===== src/rtl/core_seq_ctrl.sv =====
// Sequencer for the q/k attention core: loads q and k words, runs the kernel
// read and execute passes, drains the output FIFO into psum memory and reads it back.
//
// state   | meaning
// IDLE    | waiting for start; job size latched on accept
// QLOAD   | host writes q words into qmem, one per in_valid cycle
// KLOAD   | host writes k words into kmem, one per in_valid cycle
// KREAD   | stream kmem into the array's kernel registers
// QEXEC   | stream qmem through the array and execute
// DRAIN   | move completed psum rows from the FIFO into pmem
// READOUT | read pmem back out to the host
// DONE    | one-cycle completion pulse
module core_seq_ctrl #(
  parameter int ADDR_W = 4,
  parameter int INST_W = 17
) (
  input  logic              clk,
  input  logic              reset,
  input  logic              start,
  input  logic [ADDR_W-1:0] num,
  input  logic              in_valid,
  output logic              in_ready,
  input  logic              fifo_valid,
  output logic [INST_W-1:0] inst,
  output logic              out_valid,
  output logic              busy,
  output logic              done
);

  localparam int CW        = ADDR_W + 1;
  localparam int PS_LSB    = 8;
  localparam int QK_LSB    = 8 + ADDR_W;
  localparam int OFIFO_BIT = INST_W - 1;

  typedef enum logic [2:0] {
    ST_IDLE,
    ST_QLOAD,
    ST_KLOAD,
    ST_KREAD,
    ST_QEXEC,
    ST_DRAIN,
    ST_READOUT,
    ST_DONE
  } state_t;

  state_t            state_q, state_d;
  logic [CW-1:0]     cnt_q, cnt_d;
  logic [ADDR_W-1:0] n_q, n_d;
  logic              ov_q, ov_d;

  logic [INST_W-1:0] inst_c;
  logic              in_ready_c;
  logic              done_c;

  logic [CW-1:0]     last_idx;
  logic [CW-1:0]     last_p1;
  logic              in_range;

  assign last_idx = {1'b0, n_q};
  assign last_p1  = last_idx + CW'(1);
  assign in_range = (cnt_q <= last_idx);

  always_ff @(posedge clk or negedge reset) begin
    if (!reset) begin
      state_q <= ST_IDLE;
      cnt_q   <= '0;
      n_q     <= '0;
      ov_q    <= 1'b0;
    end else begin
      state_q <= state_d;
      cnt_q   <= cnt_d;
      n_q     <= n_d;
      ov_q    <= ov_d;
    end
  end

  always_comb begin
    state_d    = state_q;
    cnt_d      = cnt_q;
    n_d        = n_q;
    ov_d       = 1'b0;
    inst_c     = '0;
    in_ready_c = 1'b0;
    done_c     = 1'b0;

    case (state_q)
      ST_IDLE: begin
        if (start) begin
          n_d     = num;
          cnt_d   = '0;
          state_d = ST_QLOAD;
        end
      end

      ST_QLOAD, ST_KLOAD: begin
        in_ready_c = 1'b1;
        if (in_valid) begin
          inst_c[QK_LSB +: ADDR_W] = cnt_q[ADDR_W-1:0];
          if (state_q == ST_QLOAD) inst_c[4] = 1'b1;
          else                     inst_c[2] = 1'b1;
          if (cnt_q == last_idx) begin
            cnt_d   = '0;
            state_d = (state_q == ST_QLOAD) ? ST_KLOAD : ST_KREAD;
          end else begin
            cnt_d = cnt_q + CW'(1);
          end
        end
      end

      // Both streaming passes trail the SRAM read by one cycle, hence N+2 cycles.
      ST_KREAD, ST_QEXEC: begin
        if (in_range) begin
          inst_c[QK_LSB +: ADDR_W] = cnt_q[ADDR_W-1:0];
          if (state_q == ST_KREAD) inst_c[3] = 1'b1;
          else                     inst_c[5] = 1'b1;
        end
        if (cnt_q != '0) begin
          if (state_q == ST_KREAD) inst_c[6] = 1'b1;
          else                     inst_c[7] = 1'b1;
        end
        if (cnt_q == last_p1) begin
          cnt_d   = '0;
          state_d = (state_q == ST_KREAD) ? ST_QEXEC : ST_DRAIN;
        end else begin
          cnt_d = cnt_q + CW'(1);
        end
      end

      ST_DRAIN: begin
        if (fifo_valid) begin
          inst_c[OFIFO_BIT]        = 1'b1;
          inst_c[0]                = 1'b1;
          inst_c[PS_LSB +: ADDR_W] = cnt_q[ADDR_W-1:0];
          if (cnt_q == last_idx) begin
            cnt_d   = '0;
            state_d = ST_READOUT;
          end else begin
            cnt_d = cnt_q + CW'(1);
          end
        end
      end

      ST_READOUT: begin
        if (in_range) begin
          inst_c[1]                = 1'b1;
          inst_c[PS_LSB +: ADDR_W] = cnt_q[ADDR_W-1:0];
          ov_d                     = 1'b1;
        end
        if (cnt_q == last_p1) begin
          cnt_d   = '0;
          state_d = ST_DONE;
        end else begin
          cnt_d = cnt_q + CW'(1);
        end
      end

      ST_DONE: begin
        done_c  = 1'b1;
        cnt_d   = '0;
        state_d = ST_IDLE;
      end

      default: begin
        cnt_d   = '0;
        state_d = ST_IDLE;
      end
    endcase
  end

  assign inst      = inst_c;
  assign in_ready  = in_ready_c;
  assign done      = done_c;
  assign out_valid = ov_q;
  assign busy      = (state_q != ST_IDLE);

endmodule


===== config.mk =====
export PLATFORM = sky130hd
export DESIGN_NAME = core_seq_ctrl
export DESIGN_NICKNAME = d
export VERILOG_FILES = /design/src/rtl/core_seq_ctrl.sv
export SDC_FILE = /design/constraint.sdc
export NUM_CORES = 1
export LEC_CHECK = 0
export ABC_AREA = 0
export CAP_MARGIN = 20
export CORE_MARGIN = 1
export CORE_UTILIZATION = 50
export DETAILED_ROUTE_END_ITERATION = 10
export PLACE_DENSITY = 0.81
export SLEW_MARGIN = 20
export SYNTH_ARGS = -nofsm -noshare
export SYNTH_HDL_FRONTEND = slang
export SYNTH_SLANG_ARGS = --single-unit

===== constraint.sdc =====
create_clock -name clk -period 4.3 [get_ports clk]
set_input_delay 1.075 -clock clk [delete_from_list [all_inputs] [get_ports clk]]
set_output_delay 1.075 -clock clk [all_outputs]
set_load 0.05 [all_outputs]

# Yosys cells after proc, flatten, opt, wreduce, memory -nomap -nowiden
# Cells that the tools add are included.
[word_totals]
reg_bits = 13
latch_bits = 0
ramBits = 0
romBits = 0
in_bits = 9
output_inout_bits = 21
elab_cells = 72
mem_count = 0
[op_classes]
addsub = 2
multipliers = 0
n_div = 0
magnitude_cmp = 1
n_eq_ne = 16
n_shift = 0
muxes = 40
n_bitwise = 0
n_reduce_logical = 9
[ops]
columns = ["operator", "n"]
rows = [
  ["2-to-1 mux 5 bit", 5],
  ["case mux 5 bit (5 select lines)", 1],
  ["2-to-1 mux 3 bit", 8],
  ["2-to-1 mux 1 bit", 19],
  ["case mux 3 bit (6 select lines)", 1],
  ["case mux 4 bit (2 select lines)", 2],
  ["!= test 2 bit (second input constant)", 7],
  ["== test 3 bit (second input constant)", 4],
  ["2-to-1 mux 4 bit", 3],
  ["AND reduction 7 bit", 1],
  ["== test 3 x 2 -> 1 bit (second input constant)", 2],
  ["adder 4 x 1 -> 5 bit (second input constant)", 1],
  ["adder 5 x 1 -> 5 bit (second input constant)", 1],
  ["== test 5 x 4 -> 1 bit", 1],
  ["== test 5 bit", 1],
  ["less-or-equal comparator 5 x 4 -> 1 bit", 1],
  ["nonzero test 5 bit", 1],
  ["OR reduction 2 bit", 2],
  ["== test 3 x 1 -> 1 bit (second input constant)", 1],
  ["logical NOT 3 bit", 1],
  ["AND reduction 3 bit", 1],
  ["nonzero test 3 bit", 1],
  ["OR reduction 3 bit", 1],
  ["2-to-1 mux 2 bit", 1],
  ["AND reduction 2 bit", 1],
]

# Logic depth before layout (Yosys ltp)
# Gate-level depths: netlist of the first run.
[logic_depth]
ltp_word = 5
mapped_depth = 7
mapped_depth_nobuf = 7

# Worst setup path after synthesis of the first run
# No wires, ideal clock.
[synth_timing]
path_kind = "input-to-output"
startpoint = "input fifo_valid"
endpoint = "output inst[10]"
arrival_time_ns = 2.511
t_required_ns = 3.225
setup_slack_ns = 0.714
path_stages = 3
n_path_buf = 0
cell_sequence = "and3_1 > o21ba_2 > nor2b_1"
[synth_between]
elab_chain_len = 2
[synth_lines]
columns = ["item", "line", "source"]
rows = [
  ["from (decl)", "23", "input logic fifo_valid,"],
  ["2-to-1 mux 4 bit", "130", "if (fifo_valid) begin"],
  ["case mux 4 bit (2 select lines)", "86", "case (state_q)"],
  ["to (decl)", "24", "output logic [INST_W-1:0] inst,"],
]
# Every way passes these cells.

# Worst setup path in the final report of the first run
[layout_timing]
startpoint = "input fifo_valid"
endpoint = "output inst[8]"
# Same word-level chain as after synthesis.

==> results of run 1 <==
==> per-stage QoR <==
step	total power, W	hold WS (ns)	worst slack (ns)	std cells	cell area, um2
floorplan	0.000906	0.512	0.714	132	1130
global placement	0.00110	0.536	0.415	183	1420
detailed placement	0.00113	0.549	0.330	183	1420
CTS	0.00121	0.571	0.328	187	1450
global route	0.00131	0.591	0.248	187	1450
finish	0.00121	0.567	0.343	187	1450
==> logic make-up after synthesis <==
| logic type | Yosys count | synth area share, % |
|---|---|---|
| simple gates | 56 | 24.7 |
| buf+inv | 16 | 6.17 |
| mux | 9 | 8.60 |
| flops | 13 | 28.7 |
| compound gates | 22 | 15.5 |
| fa+ha+maj | 12 | 13.2 |
| xor+xnor | 4 | 3.09 |
==> power groups by stage <==
| stage | Combinational, W | Clock [W] | Sequential [W] |
|---|---|---|---|
| 5_1_grt | 0.000983 | 0.0000858 | 0.000240 |
| 3_5_place_dp | 0.000894 | 0 | 0.000234 |
| 2_1_floorplan | 0.000688 | 0 | 0.000218 |
| 6_report | 0.000904 | 0.0000783 | 0.000232 |
| 3_3_place_gp | 0.000870 | 0 | 0.000231 |
| 4_1_cts | 0.000903 | 0.0000799 | 0.000231 |
==> worst max-delay path, stage by stage <==
cell and delay [ns]:
clkdlybuf4s50_1 0.48, and3_1 0.20, o21ba_2 0.19, nor2_1 0.12
clkdlybuf4s50_1 0.82
==> routing by layer <==
metal  global-route usage [%]  vias up  wire (um)
li1                         -      515          -
met1                     28.8      485       1120
met2                     39.2       30       1280
met3                     3.09        5         94
met4                     5.24        0         38
met5                        0        -          0
==> layout by cell type (no fill, tap or decap), drive strengths merged <==
master	Yosys	routed
nand2b	2	2
and3	1	1
mux2i	3	3
and3b	1	1
and2	2	2
clkbuf	2	4
nor2b	4	4
nand2	9	9
nor4b	1	1
nor3	7	7
xnor2	2	2
nor3b	1	1
or3b	1	1
o21ba	2	2
nand4b	1	1
buf	4	5
and4	1	1
mux2	6	6
o32a	1	1
o311ai	1	1
inv	10	10
nor2	19	19
a2bb2oi	1	1
xor2	2	2
nand4	2	2
o21ai	4	4
clkdlybuf4s50	0	25
dfrtp	13	13
a31oi	2	2
o2bb2ai	1	1
a21oi	4	4
a32oi	1	1
ha	12	12
a211oi	3	3
a21o	1	1
nand3	4	4
o211ai	1	1
==> flip-flops by register name, indices dropped and copies added (netlist names) <==
| register | cells |
|---|---|
| n_q | 4 |
| out_valid | 1 |
| state_q | 3 |
| cnt_q | 5 |
==> worst max path at each step <==
stage / slack, ns / endpoint / cells after the start / startpoint
2_1_floorplan: 0.71 / inst[10] / 3 / fifo_valid
6_report: 0.34 / inst[8] / 5 / fifo_valid
3_3_place_gp: 0.42 / inst[11] / 5 / fifo_valid
4_1_cts: 0.33 / inst[8] / 5 / fifo_valid
5_1_grt: 0.25 / inst[10] / 7 / cnt_q[3]
3_5_place_dp: 0.33 / inst[8] / 5 / fifo_valid
==> Yosys cell counts, drive strengths merged <==
cell and count:
a31oi 2, o311ai 1, o211ai 1, nor3 7, a32oi 1, nand3 4
a21oi 4, nor4b 1, and2 2, nand4 2, o32a 1, o2bb2ai 1
a2bb2oi 1, and3 1, nand2 9, o21ba 2, inv 10, mux2i 3
xor2 2, and3b 1, xnor2 2, clkbuf 2, buf 4, nor2 19
ha 12, or3b 1, mux2 6, nand2b 2, nor2b 4, a21o 1
dfrtp 13, a211oi 3, o21ai 4, nor3b 1, nand4b 1, and4 1
==> layout make-up <==
type	count	area (um2)	share of cell area [%]
Multi-Input combinational cell	103	739	51.0
Timing Repair Buffer	30	288	19.8
Inverter	10	37.5	2.59
Sequential cell	13	325	22.4
Tap cell	27	33.8	2.33
Clock buffer	4	26.3	1.81
==> flow_metrics.py, run 1 <==
metrics = {
    "hold_path": {
        "worst_hold_path.endpoint": "state_q[1]",
        "worstHoldPathCells": 1,
        "hp-start": "state_q[1]",
        "min_path_type": "reg2reg",
    },
    "synth": {
        "syn_nets": 153,
        "yosysWarnings": 0,
        "synth_area_um2": 1130,
        "synth_top_cell_by_area": "dfrtp_1",
        "seq_area_frac_synth_pct": 28.7,
        "avgSynthCellArea_um2": 8.60,
        "synthCells": 132,
        "post_synth_num_cell_types": 40,
        "synth_area_leaders": "dfrtp_1, ha_1, nor2_1, mux2_2, inv_1",
        "synth-seq-cells": 13,
        "synth_top_cell_area_share_pct": 28.7,
    },
    "clock_network": {
        "postCtsSetupRepairBufs": 0,
        "cts-root-buf": "clkbuf_4",
        "cts_tree": "done",
        "cts_max_level": 1,
        "cts_made_buffers": 3,
        "clk_pin_slew_ns": 0.09,
        "ctsHoldBuffers": 0,
        "ctsResizeCount": 0,
        "clockBufferDepth": 2,
        "clock_sinks": 13,
        "insertion_delay_ns": 0.28,
    },
    "setup_path": {
        "critPathMaxFanout": 4,
        "worstPathArrival_ns": 2.88,
        "cp-end-kind": "output port",
        "crit_type": "in2out",
        "worstSetupStartpointType": "primary input",
        "r2r_slack_ns": 2.16,
        "reg2regPathDepth": 6,
        "r2r-end": "state_q[0]",
        "r2r_start": "n_q[0]",
        "required_ns": 3.22,
    },
    "power_and_ir_drop": {
        "p_leak_nw": 0.641,
        "pwr-share-seq_pct": 19.1,
        "p_switching_w": 0.000658,
        "intPower_w": 0.000556,
        "pwr-share-clk_pct": 6.4,
        "ir_drop_mv": 0.516,
        "switching_share_pct": 54.2,
        "power.density_nw_per_um2": 837,
        "p_comb_share_pct": 74.5,
    },
    "sta": {
        "hold_viol_final": 0,
        "relSlewSlack_pct": 60.3,
        "setup_viol": 0,
        "finalMaxSlewViolations": 0,
        "fmax_ghz": 0.253,
        "worst_slew_pin_slew_ns": 0.593,
        "finalSetupTns_ns": 0,
        "rsz0062_at_grt": "false",
        "min_period_ns": 3.96,
        "fin_skew_ns": 0.00629,
        "post-route-period-util_pct": 92.0,
    },
    "floorplanning": {
        "core_area_um2": 2040,
        "io-pin-count": 30,
        "rows": 16,
        "die_height_um": 49.6,
        "die_area_um2": 2460,
        "die_x_um": 49.6,
        "start_util_pct": 55.6,
    },
    "placed_design": {
        "hpwl_mm": 1.94,
        "portBuffers": 29,
        "gp_congestion": 0.820,
    },
    "grt": {
        "grt_max_degree": 15,
        "grt_pass1_wl_mm": 4.36,
        "grt_use_total_pct": 22.4,
        "overflow": 0,
        "grt_pass1_vias": 994,
        "antenna_found_initial": 0,
    },
    "finish": {
        "fillers": 180,
        "nets": 182,
        "fin_util_pct": 71.0,
        "drive_gt1_share_pct": 11.3,
        "area_delta_synth_final_pct": 27.8,
        "antenna_cells": 0,
    },
    "detailed_routing": {
        "drc_errors": 0,
        "wl_mm": 2.54,
        "ant_nets": 0,
        "first_iter_violations": 17,
        "viasPerCell": 5.53,
        "num_vias": 1035,
        "dr.pass1.iters": 4,
        "post_drt_wl_per_cell_um": 13.6,
    },
    "job": {
        "maxCapViolations": 0,
    },
    "run_status": {
        "outcome": "completed",
    },
}
(Power assumes the default switching activity.)
==> run 2: changes to the inputs <==
--- a/config.mk
+++ b/config.mk
@@ -8,9 +8,10 @@
 export ABC_AREA = 0
 export CAP_MARGIN = 20
 export CORE_MARGIN = 1
-export CORE_UTILIZATION = 50
+export CORE_UTILIZATION = 48
 export DETAILED_ROUTE_END_ITERATION = 10
-export PLACE_DENSITY = 0.81
+export PLACE_DENSITY = 0.78
+export RECOVER_POWER = 25
 export SLEW_MARGIN = 20
 export SYNTH_ARGS = -nofsm -noshare
 export SYNTH_HDL_FRONTEND = slang
==> constraint.sdc (replaced) <==
create_clock -name clk -period 4.1 [get_ports clk]
set_input_delay 1.025 -clock clk [delete_from_list [all_inputs] [get_ports clk]]
set_output_delay 1.025 -clock clk [all_outputs]
set_load 0.05 [all_outputs]
==> run 2 against run 1 <==
Effect of this change:
- combinational power up 5.3%
- wire length up 3.7%
- sequential power up 6%
- register-to-register slack worse by 0.24 ns
- global-route usage up 0.63 points
- clock power up 8.7%
- largest power group unchanged
- final cell count up 0.53%
==> flow_metrics.py, run 2 (synthesis gave the netlist of run 1 again) <==
metrics = {
    "finish": {
        "top_regs": "cnt_q x5, n_q x4, state_q x3",
        "final-instance-count-excl-fill": 188,
        "area_delta_synth_final_pct": 27.0,
        "mostFrequentLayoutCells": "clkdlybuf4s50_1, nor2_1, dfrtp_1",
        "layout_commonest_cell": "clkdlybuf4s50_1",
        "nets": 182,
        "antenna_cells": 0,
        "largest_reg_flops": 5,
        "drive_gt1_share_pct": 13.8,
        "registers.top_by_ff_count": "cnt_q",
    },
    "clock_network": {
        "cts_max_level": 1,
        "cts_made_buffers": 3,
        "ctsHoldBuffers": 0,
        "insertion_delay_ns": 0.29,
        "cts_tree": "done",
        "postCtsSetupRepairBufs": 0,
        "cts-root-buf": "clkbuf_4",
        "clock_sinks": 13,
        "clk_pin_slew_ns": 0.09,
        "ctsResizeCount": 0,
        "clockBufferDepth": 2,
    },
    "hold_path": {
        "min_path_type": "reg2reg",
        "worstHoldPathCells": 1,
    },
    "detailed_routing": {
        "dr.pass1.iters": 4,
        "num_vias": 1055,
        "post_drt_wl_per_cell_um": 14.0,
        "viasPerCell": 5.61,
        "first_iter_violations": 26,
        "drc_errors": 0,
        "ant_nets": 0,
        "wl_mm": 2.64,
    },
    "setup_path": {
        "required_ns": 3.07,
        "r2r_start": "n_q[0]",
        "worstPathArrival_ns": 2.61,
        "r2r-end": "state_q[0]",
        "worstSetupStartpointType": "primary input",
        "cp-end-kind": "output port",
        "reg2regPathDepth": 6,
        "r2r_slack_ns": 1.92,
        "critPathMaxFanout": 3,
        "crit_path_start": "in_valid",
        "endpoint": "inst[4]",
        "crit_type": "in2out",
    },
    "grt": {
        "grt_pass1_wl_mm": 4.30,
        "antenna_found_initial": 0,
        "grt_pass1_vias": 952,
        "grt_max_degree": 15,
        "overflow": 0,
        "grt_use_total_pct": 23.0,
    },
    "floorplanning": {
        "die_x_um": 50.6,
        "io-pin-count": 30,
        "die_height_um": 50.6,
        "die_area_um2": 2560,
        "start_util_pct": 51.3,
        "core_area_um2": 2210,
        "rows": 17,
    },
    "placed_design": {
        "dp_cells": 184,
        "dp_slack_ns": 0.481,
        "gp_congestion": 0.910,
        "portBuffers": 29,
        "hpwl_mm": 2.07,
    },
    "power_and_ir_drop": {
        "pwr-share-seq_pct": 19.1,
        "switching_share_pct": 54.5,
        "power.density_nw_per_um2": 889,
        "intPower_w": 0.000583,
        "ir_drop_mv": 0.702,
        "p_leak_nw": 0.650,
        "pwr-share-clk_pct": 6.6,
        "p_switching_w": 0.000699,
        "p_comb_share_pct": 74.3,
    },
    "sta": {
        "worst_slew_pin_slew_ns": 0.633,
        "hold_viol_final": 0,
        "relSlewSlack_pct": 57.6,
        "setup_viol": 0,
        "fin_skew_ns": 0.00787,
        "fmax_ghz": 0.275,
        "setup_ws_ns": 0.464,
        "min_period_ns": 3.64,
        "post-route-period-util_pct": 88.7,
        "finalMaxSlewViolations": 0,
        "finalSetupTns_ns": 0,
        "rsz0062_at_grt": "false",
    },
    "job": {
        "maxCapViolations": 0,
    },
    "run_status": {
        "outcome": "completed",
    },
}
[run 2: cell types whose count changed in the layout (fill, tap and decap cells not counted)]
cell,before,now
buf_4,5,9
dlygate4sd3_1,0,1
clkdlybuf4s50_1,25,20
[run 2: area by class of cell]
cell class,count,area [um2]
inverters,10,37.5
well taps,28,35.0
clock buffers,4,26.3
repair buffers,30,278
multi-input cells,103,739
fillers,189,771
flip-flops and latches,13,325
[run 2: how the worst min path moves through the flow]
stage / startpoint / endpoint / slack (ns)
6_report: state_q[1] / state_q[1] / 0.57
3_5_place_dp: state_q[1] / state_q[1] / 0.55
4_1_cts: state_q[1] / state_q[1] / 0.57
2_1_floorplan: state_q[1] / state_q[1] / 0.51
3_3_place_gp: state_q[1] / state_q[1] / 0.52
5_1_grt: state_q[1] / state_q[1] / 0.58
[run 2: worst max-delay path, stage by stage]
cell and delay (ns):
clkdlybuf4s50_1 0.50, inv_1 0.08, nor3_1 0.16, clkdlybuf4s50_1 0.85
[run 2: routing by layer]
metal  up-vias  GRT usage [%]  wire, um  share of wire, %
li1        519              -         -                 -
met1       498           28.8      1200                46
met2        33           38.7      1270                48
met3         5           3.64       119               4.5
met4         0           10.2        41               1.6
met5         -              0         0                 0
[run 2: stage by stage]
stage / instance area, um2 / utilization (%) / power, W / hold slack [ns]
after floorplan: 1130 / - / 0.000950 / 0.512
after global placement: 1420 / 64.0 / 0.00117 / 0.523
after detailed placement: 1420 / 64.0 / 0.00119 / 0.546
after CTS: 1440 / 65.2 / 0.00128 / 0.565
after global routing: 1440 / 65.2 / 0.00138 / 0.578
final: 1440 / 65.2 / 0.00128 / 0.567
[run 2: power by group through the flow]
stage	Clock [W]	Combinational, W	Sequential (W)
after floorplan	0	0.000722	0.000228
after global placement	0	0.000923	0.000242
after detailed placement	0	0.000948	0.000246
after CTS	0.0000854	0.000952	0.000243
after global routing	0.0000900	0.00104	0.000253
final	0.0000851	0.000952	0.000245
